### config.mk
export PLATFORM = sky130hd
export DESIGN_NAME = seq_multiplier
export DESIGN_NICKNAME = d
export VERILOG_FILES = /design/src/rtl/seq_mult_pkg.sv /design/src/rtl/seq_mult_datapath.sv /design/src/rtl/seq_multiplier.sv
export SDC_FILE = /design/constraint.sdc
export NUM_CORES = 1
export LEC_CHECK = 0
export ABC_AREA = 1
export CAP_MARGIN = 20
export CORE_MARGIN = 2
export CORE_UTILIZATION = 54
export DETAILED_ROUTE_END_ITERATION = 12
export HOLD_SLACK_MARGIN = 0.02
export PLACE_DENSITY_LB_ADDON = 0.12
export SLEW_MARGIN = 20
export SYNTH_ARGS = -nofsm -noshare
export SYNTH_HDL_FRONTEND = slang
export SYNTH_SLANG_ARGS = --single-unit
### constraint.sdc
create_clock -name clk -period 1.95 [get_ports clk]
set_input_delay 0.39 -clock clk [delete_from_list [all_inputs] [get_ports clk]]
set_output_delay 0.39 -clock clk [all_outputs]
set_load 0.01 [all_outputs]
### src/rtl/seq_mult_pkg.sv
// Shared definitions for the sequential shift-add multiplier: FSM state
// encoding, the supported operand-width range and the counter sizing helper.
// Optional feature macro used by this block: SEQ_MULT_EARLY_EXIT_EN.
package seq_mult_pkg;

   typedef enum logic {
      ST_IDLE = 1'b0,
      ST_RUN  = 1'b1
   } state_t;

   localparam int WIDTH_MIN = 2;
   localparam int WIDTH_MAX = 16;

   // The iteration counter only has to reach WIDTH-1, so clog2(WIDTH) bits suffice.
   function automatic int cnt_width(input int width);
      return $clog2(width);
   endfunction

endpackage

### src/rtl/seq_mult_datapath.sv
// Shift-add datapath: multiplicand (mc), multiplier (mp) and accumulator (acc)
// registers with the conditional 2*WIDTH adder and the two shifters.
// With SEQ_MULT_EARLY_EXIT_EN defined, the iteration is also reported as final
// once the remaining multiplier bits are all zero.
module seq_mult_datapath
   import seq_mult_pkg::*;
#(
   parameter int WIDTH = 4
) (
   input  logic               clk,
   input  logic               clear_n,
   input  logic               load,
   input  logic               run,
   input  logic [WIDTH-1:0]   a,
   input  logic [WIDTH-1:0]   b,
   input  logic               cnt_last,
   output logic               final_iter,
   output logic [2*WIDTH-1:0] acc_upd
);

   logic [2*WIDTH-1:0] mc_q, mc_d;
   logic [2*WIDTH-1:0] acc_q, acc_d;
   logic [2*WIDTH-1:0] acc_sum;
   logic [WIDTH-1:0]   mp_q, mp_d;
   logic [WIDTH-1:0]   mp_shift;

   // Next-state for the operand registers: load fresh operands, or perform one
   // partial-product step (add when the current multiplier LSB is set, then shift).
   always_comb begin
      acc_sum  = mp_q[0] ? (acc_q + mc_q) : acc_q;
      mp_shift = mp_q >> 1;
      mc_d     = mc_q;
      mp_d     = mp_q;
      acc_d    = acc_q;
      if (load) begin
         mc_d  = {{WIDTH{1'b0}}, a};
         mp_d  = b;
         acc_d = '0;
      end else if (run) begin
         mc_d  = mc_q << 1;
         mp_d  = mp_shift;
         acc_d = acc_sum;
      end
   end

   // Operand registers; reset clears them so an aborted operation leaves nothing behind.
   always_ff @(posedge clk or negedge clear_n) begin
      if (!clear_n) begin
         mc_q  <= '0;
         mp_q  <= '0;
         acc_q <= '0;
      end else begin
         mc_q  <= mc_d;
         mp_q  <= mp_d;
         acc_q <= acc_d;
      end
   end

   // The accumulator value including this cycle's addition is what gets published.
   assign acc_upd = acc_sum;

`ifdef SEQ_MULT_EARLY_EXIT_EN
   assign final_iter = cnt_last || (mp_shift == '0);
`else
   assign final_iter = cnt_last;
`endif

endmodule

### src/rtl/seq_multiplier.sv
// Sequential unsigned WIDTH x WIDTH multiplier with start/done handshake.
// Holds the IDLE/RUN FSM, the iteration counter and the registered
// busy/done/product outputs; the arithmetic lives in seq_mult_datapath.
// Optional feature macro: SEQ_MULT_EARLY_EXIT_EN (ends RUN once the remaining
// multiplier bits are zero; the default build always runs WIDTH cycles).
module seq_multiplier
   import seq_mult_pkg::*;
#(
   parameter int WIDTH = 4
) (
   input  logic               clk,
   input  logic               clear_n,
   input  logic               start,
   input  logic [WIDTH-1:0]   a,
   input  logic [WIDTH-1:0]   b,
   output logic               busy,
   output logic               done,
   output logic [2*WIDTH-1:0] product
);

   localparam int CW = cnt_width(WIDTH);

   if (WIDTH < WIDTH_MIN || WIDTH > WIDTH_MAX) begin : g_width_check
      $error("seq_multiplier: WIDTH out of supported range");
   end

   state_t             state_q, state_d;
   logic [CW-1:0]      cnt_q, cnt_d;
   logic               busy_q, busy_d;
   logic               done_q, done_d;
   logic [2*WIDTH-1:0] product_q, product_d;

   logic               load;
   logic               run;
   logic               cnt_last;
   logic               final_iter;
   logic [2*WIDTH-1:0] acc_upd;

   assign load     = (state_q == ST_IDLE) && start;
   assign run      = (state_q == ST_RUN);
   assign cnt_last = (cnt_q == CW'(WIDTH - 1));

   seq_mult_datapath #(
      .WIDTH (WIDTH)
   ) u_datapath (
      .clk        (clk),
      .clear_n    (clear_n),
      .load       (load),
      .run        (run),
      .a          (a),
      .b          (b),
      .cnt_last   (cnt_last),
      .final_iter (final_iter),
      .acc_upd    (acc_upd)
   );

   // FSM next-state: start is only honoured in IDLE, and the final RUN step
   // publishes the product, pulses done and drops busy in the same edge.
   always_comb begin
      state_d   = state_q;
      cnt_d     = cnt_q;
      busy_d    = busy_q;
      done_d    = 1'b0;
      product_d = product_q;
      case (state_q)
         ST_IDLE: begin
            if (start) begin
               state_d = ST_RUN;
               cnt_d   = '0;
               busy_d  = 1'b1;
            end
         end
         ST_RUN: begin
            cnt_d = cnt_q + CW'(1);
            if (final_iter) begin
               state_d   = ST_IDLE;
               busy_d    = 1'b0;
               done_d    = 1'b1;
               product_d = acc_upd;
            end
         end
         default: state_d = ST_IDLE;
      endcase
   end

   // Control and output registers; reset aborts any operation in flight.
   always_ff @(posedge clk or negedge clear_n) begin
      if (!clear_n) begin
         state_q   <= ST_IDLE;
         cnt_q     <= '0;
         busy_q    <= 1'b0;
         done_q    <= 1'b0;
         product_q <= '0;
      end else begin
         state_q   <= state_d;
         cnt_q     <= cnt_d;
         busy_q    <= busy_d;
         done_q    <= done_d;
         product_q <= product_d;
      end
   end

   assign busy    = busy_q;
   assign done    = done_q;
   assign product = product_q;

endmodule

==> flow_summary.yaml <==
sta:
  tightest_slew_ps: 549
  drv_slew: 0
  setup_tns_ps: 0
  timing.fmax_ghz: 0.576
  grt_setup_unrepaired: "no"
  whs_ps: 428
  finalCritPeriodShare_pct: 89.0
  relSlewSlack_pct: 63.4
  hold_violations: 0
  finalSetupViolations: 0
  min_period_ps: 1740
  finClkSkew_ps: 12.4
critical_path:
  crit_path_frequent_cell: "nand2_1"
  crit_path_end_kind: "flip-flop"
  path_delay_family: "simple AND/OR/NAND/NOR gates"
  cpPeakStageDelay_ps: 380
  path_max_fanout: 2
  crit_arrival_ps: 1970
  required_ps: 2190
  startpoint_type: "flip-flop"
  rr_endpoint: "product[4]"
  r2r_slack_ps: 210
  rr_worst_depth: 11
  r2r_start: "u_datapath.mc_q[0]"
  crit_chain: "ha_1, inv_1, fa_1, inv_1, nand2_1, nand2_1, and2_4, or2_0, nand3_2, nand3_1, nand2_1"
  critical_path_buf_inv_count: 2
  cpMaxStageDelayCell: "dfrtp_1"
  critPathKind: "reg -> reg"
global_route:
  grt_pass1_wl_um: 5810
  grt_usage_pct: 22.4
  antenna_found_initial: 0
  grt_max_degree: 34
  grt_pass1_vias: 1352
  overflow: 0
clocking:
  cts.clk_slew.worst_paths_ps: 120
  clk_path_buf_depth: 2
  cts_tree: "built"
  insertion_delay_ps: 340
  cts_root_buf: "clkbuf_4"
  h-tree-depth: 2
  ctsHoldBuffers: 0
  cts-resized-gates: 0
  cts_setup_buffers: 0
  cts_sinks: 33
  cts_made_buffers: 5
layout:
  fin_nets: 243
  area_growth_pct: 18.1
  antenna_cells: 0
  drive_gt1_share_pct: 10.3
  nFillCells: 257
  stdcell_count: 257
routing:
  drt-vias-per-instance: 5.27
  drc_errors: 0
  first_pass_iters: 4
  num_vias: 1354
  wl_per_cell_um: 12.8
  ant_nets: 0
  wl_um: 3300
  drt_iter0_markers: 31
power_and_ir_drop:
  leakagePower_nw: 0.967
  power_w: 0.00308
  power.density_nw_per_um2: 1550
  peakVddDrop_mv: 0.810
  p_sw_share_pct: 41.6
  p_seq_share_pct: 39.0
  switching_power_w: 0.00128
  comb_power_share_pct: 48.4
  clock_power_share_pct: 12.7
  intPower_w: 0.00180
run_status:
  status: "completed"
floorplan:
  coreArea_sq_um: 3000
  start_util_pct: 56.0
  die-area_sq_um: 3580
  die_w_um: 59.8
  num_rows: 20
  die_h_um: 59.8
  ios: 21
placement:
  finalWeightedCongestion: 0.818
  portBuffers: 20
  dp.cells: 248
  dp_hpwl_um: 2360
hold_path:
  hold_path.class: "in -> async"
synth:
  synth-main-ff-cell: "dfrtp_1"
  avgSynthCellArea_sq_um: 8.54
  synth-seq-cells: 33
  ys_types: 28
  async_flop_share_pct: 100
  syn_area_sq_um: 1680
  synth.area.top_cells: "dfrtp_1 49%, nand2_1 13%, ha_1 5.9%"
  yosysSeqAreaShare_pct: 49.1
  yosysTopAreaCell: "dfrtp_1"
  synth_top_area_share_pct: 49.1
  synth_nets: 217
  yosysWarningCount: 0
  synthCells: 197
  synth-edff-count: 0
flow_run:
  drv_cap: 0
## routing by layer
metal  routed length [um]  part of all wire (%)  GRT usage [%]  vias to the layer above
met1                 1540                    47           26.9                      629
met2                 1580                    48           37.0                       24
li1                     -                     -              -                      695
met3                  119                   3.6           6.06                        6
met4                   65                   2.0           10.5                        0
met5                    0                     0              0                        -
## state kept, by name, summed over array words and instances (netlist names)
| name | count |
|---|---|
| u_datapath.mp_q | 4 |
| done | 1 |
| cnt_q | 2 |
| u_datapath.acc_q | 8 |
| product | 8 |
| busy | 1 |
| run | 1 |
| u_datapath.mc_q | 8 |
## synthesized netlist by cell type, drive strengths merged, types with 2 or more instances
cell type,number
a21oi,2
dfrtp,33
o211ai,3
o21ai,12
or2,8
nand3b,3
nand3,17
buf,5
nor2,8
ha,8
o221ai,3
nand2,58
o22ai,5
inv,24
## how the worst max path moves through the flow
| stage | startpoint | end | slack, ps | depth (start not counted) |
|---|---|---|---|---|
| floorplan | u_datapath.acc_q[0] | product[4] | 350 | 11 |
| global placement | u_datapath.acc_q[0] | u_datapath.acc_q[4] | 270 | 11 |
| detailed placement | u_datapath.acc_q[0] | u_datapath.acc_q[6] | 160 | 11 |
| CTS | u_datapath.acc_q[0] | product[4] | 150 | 11 |
| global route | u_datapath.acc_q[0] | product[4] | 30 | 11 |
| finish | u_datapath.mc_q[0] | product[4] | 210 | 11 |
## kinds of logic (layout without fill, tap and decap cells)
family / count (synthesis) / in the layout / share of synthesized area [%]
AOI/OAI and AO/OA: 27 / 27 / 9.81
xor gates and xnor gates: 1 / 1 / 0.521
adders and majority gates: 9 / 9 / 7.14
buffers and inverters: 31 / 58 / 7.96
DFF: 33 / 33 / 49.1
muxes: 1 / 1 / 0.595
and+or+nand+nor: 95 / 95 / 24.9
## stage by stage
step / util (%) / instance area (sq um) / setup slack (ps)
after floorplan: - / 1680 / 352
after global placement: 63.9 / 1920 / 271
after detailed placement: 63.9 / 1920 / 158
after CTS: 65.9 / 1980 / 151
after global routing: 66.2 / 1990 / 34.1
final: 66.2 / 1990 / 215
## cell usage in the layout, fill, tap and decap left out
master	netlist	routed
or2_1	3	3
ha_1	8	8
and2_4	1	1
inv_2	3	3
dfrtp_1	33	33
or2_2	4	4
o21ai_0	1	1
nand3_2	1	1
a21oi_1	2	2
or2_0	1	1
a31oi_1	1	1
buf_4	0	5
clkinvlp_4	0	3
clkinv_4	1	1
o21ai_1	11	11
o211ai_1	3	3
xnor2_1	1	1
nand3_1	16	16
o22ai_1	5	5
nor2_1	8	8
a22o_1	1	1
clkdlybuf4s50_1	0	20
nand3b_1	3	3
inv_1	21	21
clkbuf_4	0	5
mux2i_1	1	1
o221ai_1	3	3
fa_1	1	1
nand2_1	58	58
## layout make-up
class / count / area (sq um) / area share (%)
clock inverters: 3 / 22.5 / 1.13
clock buffers: 5 / 37.5 / 1.89
flip-flops and latches: 33 / 826 / 41.6
multi-input cells: 133 / 723 / 36.4
inverters: 25 / 98.8 / 4.97
well taps: 33 / 41.3 / 2.08
repair buffers: 25 / 238 / 12.0
## power by group through the flow
stage | Clock, W | Sequential [W] | Combinational [W]
after floorplan | 0 | 0.00117 | 0.00107
after global placement | 0 | 0.00121 | 0.00143
after detailed placement | 0 | 0.00122 | 0.00148
after CTS | 0.000401 | 0.00120 | 0.00149
after global routing | 0.000437 | 0.00124 | 0.00173
final | 0.000390 | 0.00120 | 0.00149
No activity file was read; power rests on OpenSTA's default activity.
